### src/rtl/riscv_core_immgen_pipe_if.sv
// riscv_core_immgen_pipe_if: request/result handshake bundle for the immediate generator
interface riscv_core_immgen_pipe_if #(
  parameter int XLEN  = 64,
  parameter int TAG_W = 5
);
  logic             i_immgen_flush;
  logic             i_immgen_valid;
  logic             o_immgen_ready;
  logic [31:0]      i_immgen_instr;
  logic [3:0]       i_immgen_immsrc;
  logic [TAG_W-1:0] i_immgen_tag;
  logic             o_immgen_valid;
  logic             i_immgen_ready;
  logic [XLEN-1:0]  o_immgen_imm;
  logic [TAG_W-1:0] o_immgen_tag;
  logic             o_immgen_illegal;
  modport master (
    output i_immgen_flush, i_immgen_valid, i_immgen_instr, i_immgen_immsrc, i_immgen_tag, i_immgen_ready,
    input  o_immgen_ready, o_immgen_valid, o_immgen_imm, o_immgen_tag, o_immgen_illegal
  );
  modport slave (
    input  i_immgen_flush, i_immgen_valid, i_immgen_instr, i_immgen_immsrc, i_immgen_tag, i_immgen_ready,
    output o_immgen_ready, o_immgen_valid, o_immgen_imm, o_immgen_tag, o_immgen_illegal
  );
endinterface

### src/rtl/riscv_core_immgen_pipe.sv
// riscv_core_immgen_pipe: registered immediate generator with a DEPTH-entry valid/ready output FIFO
// Define RISCV_CORE_IMMGEN_RVC_EN to decode the compressed formats on immsrc 8-11.
module riscv_core_immgen_pipe #(
  parameter int XLEN  = 64,
  parameter int DEPTH = 2,
  parameter int TAG_W = 5
) (
  input logic                      i_immgen_clk,
  input logic                      i_immgen_rst_n,
  riscv_core_immgen_pipe_if.slave  bus
);
  localparam int AW = $clog2(DEPTH);
  localparam int CW = AW + 1;
  localparam logic [CW-1:0] FULL = CW'(DEPTH);
  logic [AW-1:0]    wr_ptr, rd_ptr;
  logic [CW-1:0]    count;
  logic [XLEN-1:0]  imm_mem [DEPTH];
  logic [TAG_W-1:0] tag_mem [DEPTH];
  logic             ill_mem [DEPTH];
  logic [31:0]      in;
  logic [XLEN-1:0]  imm;
  logic             ill, push, pop, unused_ok;
  assign in        = bus.i_immgen_instr;
  assign unused_ok = ^in[6:0];
  always_comb begin
    imm = '0;
    ill = 1'b0;
    case (bus.i_immgen_immsrc)
      4'd0: imm = XLEN'($signed(in[31:20]));
      4'd1: imm = XLEN'($signed({in[31:25], in[11:7]}));
      4'd2: imm = XLEN'($signed({in[31], in[7], in[30:25], in[11:8], 1'b0}));
      4'd3: imm = XLEN'($signed({in[31], in[19:12], in[20], in[30:21], 1'b0}));
      4'd4: imm = XLEN'($signed({in[31:12], 12'b0}));
      4'd5: imm = '0;
      4'd6: imm = XLEN'(in[19:15]);
      4'd7: imm = XLEN == 64 ? XLEN'(in[25:20]) : XLEN'(in[24:20]);
`ifdef RISCV_CORE_IMMGEN_RVC_EN
      4'd8: imm = XLEN'($signed({in[12], in[6:2]}));
      4'd9: imm = XLEN'($signed({in[12], in[8], in[10:9], in[6], in[7], in[2], in[11], in[5:3], 1'b0}));
      4'd10: imm = XLEN'($signed({in[12], in[6:5], in[2], in[11:10], in[4:3], 1'b0}));
      4'd11: imm = XLEN'({in[10:7], in[12:11], in[5], in[6], 2'b0});
`endif
      default: ill = 1'b1;
    endcase
  end
  assign bus.o_immgen_ready = count != FULL;
  assign bus.o_immgen_valid = count != '0;
  assign push = bus.i_immgen_valid && bus.o_immgen_ready && !bus.i_immgen_flush;
  assign pop  = bus.o_immgen_valid && bus.i_immgen_ready;
  always_ff @(posedge i_immgen_clk or negedge i_immgen_rst_n) begin
    if (!i_immgen_rst_n) begin
      wr_ptr <= '0;
      rd_ptr <= '0;
      count  <= '0;
    end else if (bus.i_immgen_flush) begin
      wr_ptr <= '0;
      rd_ptr <= '0;
      count  <= '0;
    end else begin
      wr_ptr <= push ? wr_ptr + 1'b1 : wr_ptr;
      rd_ptr <= pop ? rd_ptr + 1'b1 : rd_ptr;
      count  <= count + CW'(push) - CW'(pop);
    end
  end
  // Storage is deliberately unreset; the count gates every read.
  always_ff @(posedge i_immgen_clk) begin
    if (push) begin
      imm_mem[wr_ptr] <= imm;
      tag_mem[wr_ptr] <= bus.i_immgen_tag;
      ill_mem[wr_ptr] <= ill;
    end
  end
  assign bus.o_immgen_imm     = bus.o_immgen_valid ? imm_mem[rd_ptr] : '0;
  assign bus.o_immgen_tag     = bus.o_immgen_valid ? tag_mem[rd_ptr] : '0;
  assign bus.o_immgen_illegal = bus.o_immgen_valid && ill_mem[rd_ptr];
endmodule

### src/flat_wrapper.sv
// flat-port wrapper written by rule: the top's interface ports become plain ports
module riscv_core_immgen_pipe_flat 
#(
  parameter int XLEN  = 64,
  parameter int DEPTH = 2,
  parameter int TAG_W = 5
)
  (i_immgen_clk, i_immgen_rst_n, bus_i_immgen_flush, bus_i_immgen_valid, bus_i_immgen_instr, bus_i_immgen_immsrc, bus_i_immgen_tag, bus_i_immgen_ready, bus_o_immgen_ready, bus_o_immgen_valid, bus_o_immgen_imm, bus_o_immgen_tag, bus_o_immgen_illegal);
  riscv_core_immgen_pipe_if #(.XLEN(XLEN), .TAG_W(TAG_W)) bus_i ();
  input logic i_immgen_clk;
  input logic i_immgen_rst_n;
  input wire logic [$bits(bus_i.i_immgen_flush)-1:0] bus_i_immgen_flush;
  input wire logic [$bits(bus_i.i_immgen_valid)-1:0] bus_i_immgen_valid;
  input wire logic [$bits(bus_i.i_immgen_instr)-1:0] bus_i_immgen_instr;
  input wire logic [$bits(bus_i.i_immgen_immsrc)-1:0] bus_i_immgen_immsrc;
  input wire logic [$bits(bus_i.i_immgen_tag)-1:0] bus_i_immgen_tag;
  input wire logic [$bits(bus_i.i_immgen_ready)-1:0] bus_i_immgen_ready;
  output wire logic [$bits(bus_i.o_immgen_ready)-1:0] bus_o_immgen_ready;
  output wire logic [$bits(bus_i.o_immgen_valid)-1:0] bus_o_immgen_valid;
  output wire logic [$bits(bus_i.o_immgen_imm)-1:0] bus_o_immgen_imm;
  output wire logic [$bits(bus_i.o_immgen_tag)-1:0] bus_o_immgen_tag;
  output wire logic [$bits(bus_i.o_immgen_illegal)-1:0] bus_o_immgen_illegal;
  assign bus_i.i_immgen_flush = bus_i_immgen_flush;
  assign bus_i.i_immgen_valid = bus_i_immgen_valid;
  assign bus_i.i_immgen_instr = bus_i_immgen_instr;
  assign bus_i.i_immgen_immsrc = bus_i_immgen_immsrc;
  assign bus_i.i_immgen_tag = bus_i_immgen_tag;
  assign bus_i.i_immgen_ready = bus_i_immgen_ready;
  assign bus_o_immgen_ready = bus_i.o_immgen_ready;
  assign bus_o_immgen_valid = bus_i.o_immgen_valid;
  assign bus_o_immgen_imm = bus_i.o_immgen_imm;
  assign bus_o_immgen_tag = bus_i.o_immgen_tag;
  assign bus_o_immgen_illegal = bus_i.o_immgen_illegal;
  riscv_core_immgen_pipe #(.XLEN(XLEN), .DEPTH(DEPTH), .TAG_W(TAG_W)) u_core (.i_immgen_clk(i_immgen_clk), .i_immgen_rst_n(i_immgen_rst_n), .bus(bus_i));
endmodule
### config.mk
export PLATFORM = sky130hd
export DESIGN_NAME = riscv_core_immgen_pipe_flat
export DESIGN_NICKNAME = d
export VERILOG_FILES = /design/src/rtl/riscv_core_immgen_pipe_if.sv /design/src/rtl/riscv_core_immgen_pipe.sv /design/src/flat_wrapper.sv
export SDC_FILE = /design/constraint.sdc
export NUM_CORES = 1
export LEC_CHECK = 0
export BUFFER_PORTS_ARGS = -buffer_cell sky130_fd_sc_hd__buf_2
export CELL_PAD_IN_SITES_DETAIL_PLACEMENT = 1
export CELL_PAD_IN_SITES_GLOBAL_PLACEMENT = 2
export CORE_MARGIN = 1
export CORE_UTILIZATION = 36
export CTS_CLUSTER_DIAMETER = 150
export DETAILED_ROUTE_END_ITERATION = 7
export PLACE_DENSITY = 0.93
export SYNTH_ARGS = -nofsm -noshare
export SYNTH_HDL_FRONTEND = slang
export SYNTH_SLANG_ARGS = --single-unit
### constraint.sdc
create_clock -name i_immgen_clk -period 8.85 [get_ports i_immgen_clk]
set_input_delay 0.885 -clock i_immgen_clk [delete_from_list [all_inputs] [get_ports i_immgen_clk]]
set_output_delay 0.885 -clock i_immgen_clk [all_outputs]
set_load 0.005 [all_outputs]
==> metrics.md <==
| Metric | Value |
|---|---|
| Status | finished, final reports clean |
| Reg-to-reg setup timing slack | 6900 ps |
| DIE AREA | 11000 µm² |
| IO Count | about 120 |
| Global-route usage over all layers | 15.9% |
| Peak VDD IR | 0.114 mV |
| R2R depth | 8 |
| Final Slew Violations | 0 |
| CTS Root Cell | clkbuf_8 |
| Prevailing post-synth register cell | edfxtp_1 |
| Slew @ Worst Pin | ~830 ps |
| Worst r2r dst | u_core.count[1] |
| CORE AREA | roughly 10000 µm² |
| Area share of the largest cell type after synthesis | 59.6% |
| H-tree depth | 3 |
| Slowest cell delay on critical path | 730 ps |
| Post-Syn Instances | 290 |
| Nets | about 420 |
| Largest net degree at the start of global routing | 40 |
| Routed wire length | approximately 8.5 mm |
| DRT iter0 DRCs | 122 |
| Crit path arrival time | roughly 2100 ps |
| GPL Wtd Cong | just over 0.7 |
| Starting Density | between 30 and 40% |
| Layout cells sized above 1 | between 30% and 40% |
| Final Power | 1100 µW |
| IO buf count | between 100 and 150 |
| Hold/Removal Path Class | in2async |
| Vias in the first global route | 2591 |
| RSZ-0062 raised after global routing | false |
| CP Class | reg2out |
| Sum of buffers and inverters on the critical path | 2 |
| Layout filler cell count | approximately 1100 |
| Critical-path cell list | nor2_4 > buf_4 > nor2_2 > buf_2 |
| Area growth, synth to finish | 17.0% |
| Clk Latency, worst-skew pair | approximately 350 ps |
| Sink Count | 80 |
| Bufs on Longest Clock Path | 2 |
| Crit. End Element | output pin |
| Top cells by instance count after synthesis | edfxtp_1, nor2_1, mux2i_1 |
| Crit share post-route | between 30% and 40% |
| Fmax | around 330 MHz |
| Antenna Nets Post-Route | 0 |
| Yosys cell types | 35 |
| DRC | 0 |
| Detailed placement HPWL | approximately 6 mm |
| CTS buffer count | 9 |
| Area of the multi-input gates | between 1000 and 1500 µm² |
| CP startpoint | u_core.count[1] |
| CP startpoint kind | register |
| Via count | between 2000 and 2500 |
| Worst R2R Start | u_core.count[1] |
| EDFF count, synth | 76 |
| Area leader, netlist | edfxtp_1 |
| Drt pass-1 iters | 4 |
| Most common cell in the netlist | edfxtp_1 |
| Post-Syn Nets | approximately 340 |
| CTS Hold Bufs | 0 |
| CP Max Fanout | 39 |
| Mean Syn Cell Area | 13.2 µm² |
| Stages on the worst setup path | 4 |
| Worst setup path end | bus_o_immgen_imm[40] |
| CP max-delay cell | nor2_2 |
| Crit-path leading delay family | simple AND/OR/NAND/NOR gates |
| MaxCap Viol Count | 0 |
| Fin. Hold Viols | 0 |
| Routed len/inst | about 17 µm |
| Slew HR | between 40% and 50% |
| FFs w/ async S/R, synth | about 5.0% |
| Worst endpoint required time | between 7000 and 8000 ps |
| Vias per cell | 4.78 |
| CTS tree | done |
| Syn. warnings | 0 |
| Final setup TNS | 0 ps |
| Postcts setup bufs | 0 |
| Lkg Pwr | 0.00195 µW |
| Post-synthesis sequential area ratio | approximately 62% |
| Clk slew on worst S/H paths | 80 ps |
| Die Wd | roughly 110 µm |
| Row count | 37 |
| Cell area power density | around 250 nW/µm² |
| FF/Latch Area | 2380 µm² |
| Die Y | between 100 and 150 µm |
| Synth top area cells | edfxtp_1, mux2i_1, buf_4 |
| Setup-failing EPs final | 0 |
| Resized cells post-CTS | 0 |
| Mapped Area | roughly 3800 µm² |
| ANT cells | 0 |
| Register bit total from synthesis | 80 |
| Initial antenna violation count | 0 |
| Gr ovfl total | 0 |
| First-pass GRT wire length | 13.3 mm |
| Final min period | between 3000 and 4000 ps |
| Final Skew | ~8.4 ps |
-- worst min-delay path by stage --
| stage | start | to | slack, ps | depth (start not counted) |
|---|---|---|---|---|
| 2_1_floorplan | u_core.wr_ptr | u_core.wr_ptr | 530 | 2 |
| 3_3_place_gp | u_core.wr_ptr | u_core.wr_ptr | 560 | 2 |
| 3_5_place_dp | u_core.wr_ptr | u_core.wr_ptr | 590 | 2 |
| 4_1_cts | i_immgen_rst_n | u_core.wr_ptr | 310 | 1 |
| 5_1_grt | i_immgen_rst_n | u_core.wr_ptr | 320 | 1 |
| 6_report | i_immgen_rst_n | u_core.wr_ptr | 330 | 1 |
-- layout make-up --
class,instances,share of cell area (%)
timing repair buffer,116,13.3
sequential,80,53.2
clock inverter,5,1.59
multi-input combinational,154,24.6
clock buffer,11,2.93
tap,136,3.80
inverter,6,0.503
-- layout by cell type (no fill, tap or decap), types with 2 or more instances in the layout --
cell / instances
nand2_1: 2
inv_1: 6
a221o_1: 4
edfxtp_1: 76
and2_1: 11
xor2_1: 2
a21o_1: 18
buf_2: 110
o21ai_0: 2
mux2i_1: 39
bufinv_16: 2
nand2b_1: 2
nand3_1: 3
dfrtp_1: 3
a21oi_1: 3
clkinv_1: 3
nor3_1: 2
nor2b_1: 2
clkbuf_1: 2
buf_4: 6
ha_1: 2
nor2_1: 44
clkbuf_8: 9
-- flip-flops by register name, indices dropped and copies added (netlist names) --
name	flops
u_core.imm_mem	64
u_core.rd_ptr	1
u_core.wr_ptr	1
u_core.ill_mem	2
u_core.count	2
u_core.tag_mem	10
-- stage by stage --
stage                     hold slack, ps  area (µm²)  util, %  instances  setup WS, ps
after floorplan                      529        3830        -        290          4580
after global placement               562        4270     41.4        492          6030
after detailed placement             586        4270     41.4        492          5740
after CTS                            310        4480     43.4        508          5330
after global routing                 322        4480     43.4        508          5620
final                                327        4480     43.4        508          5830
-- cell families after synthesis --
| family | synth area share (%) |
|---|---|
| buffers and inverters | 9.42 |
| DFF | 62.3 |
| AOI/OAI and AO/OA | 6.51 |
| adders and majority gates | 0.654 |
| xor gates and xnor gates | 0.687 |
| muxes | 10.2 |
| and+or+nand+nor | 10.3 |
-- report_power, final --
group          internal [µW]  switching [µW]  total, µW
combinational            155             203        358
sequential               449            13.7        463
clock                    156             124        280
total                    761             340       1100
-- routing by layer --
metal	up-vias	GRT usage [%]	wire length, µm
met5	-	0	0
met4	0	8.05	153
met3	13	2.81	318
met2	53	28.2	4350
met1	1205	18.3	3690
li1	1158	-	-
No activity file was read; power rests on OpenSTA's default activity.
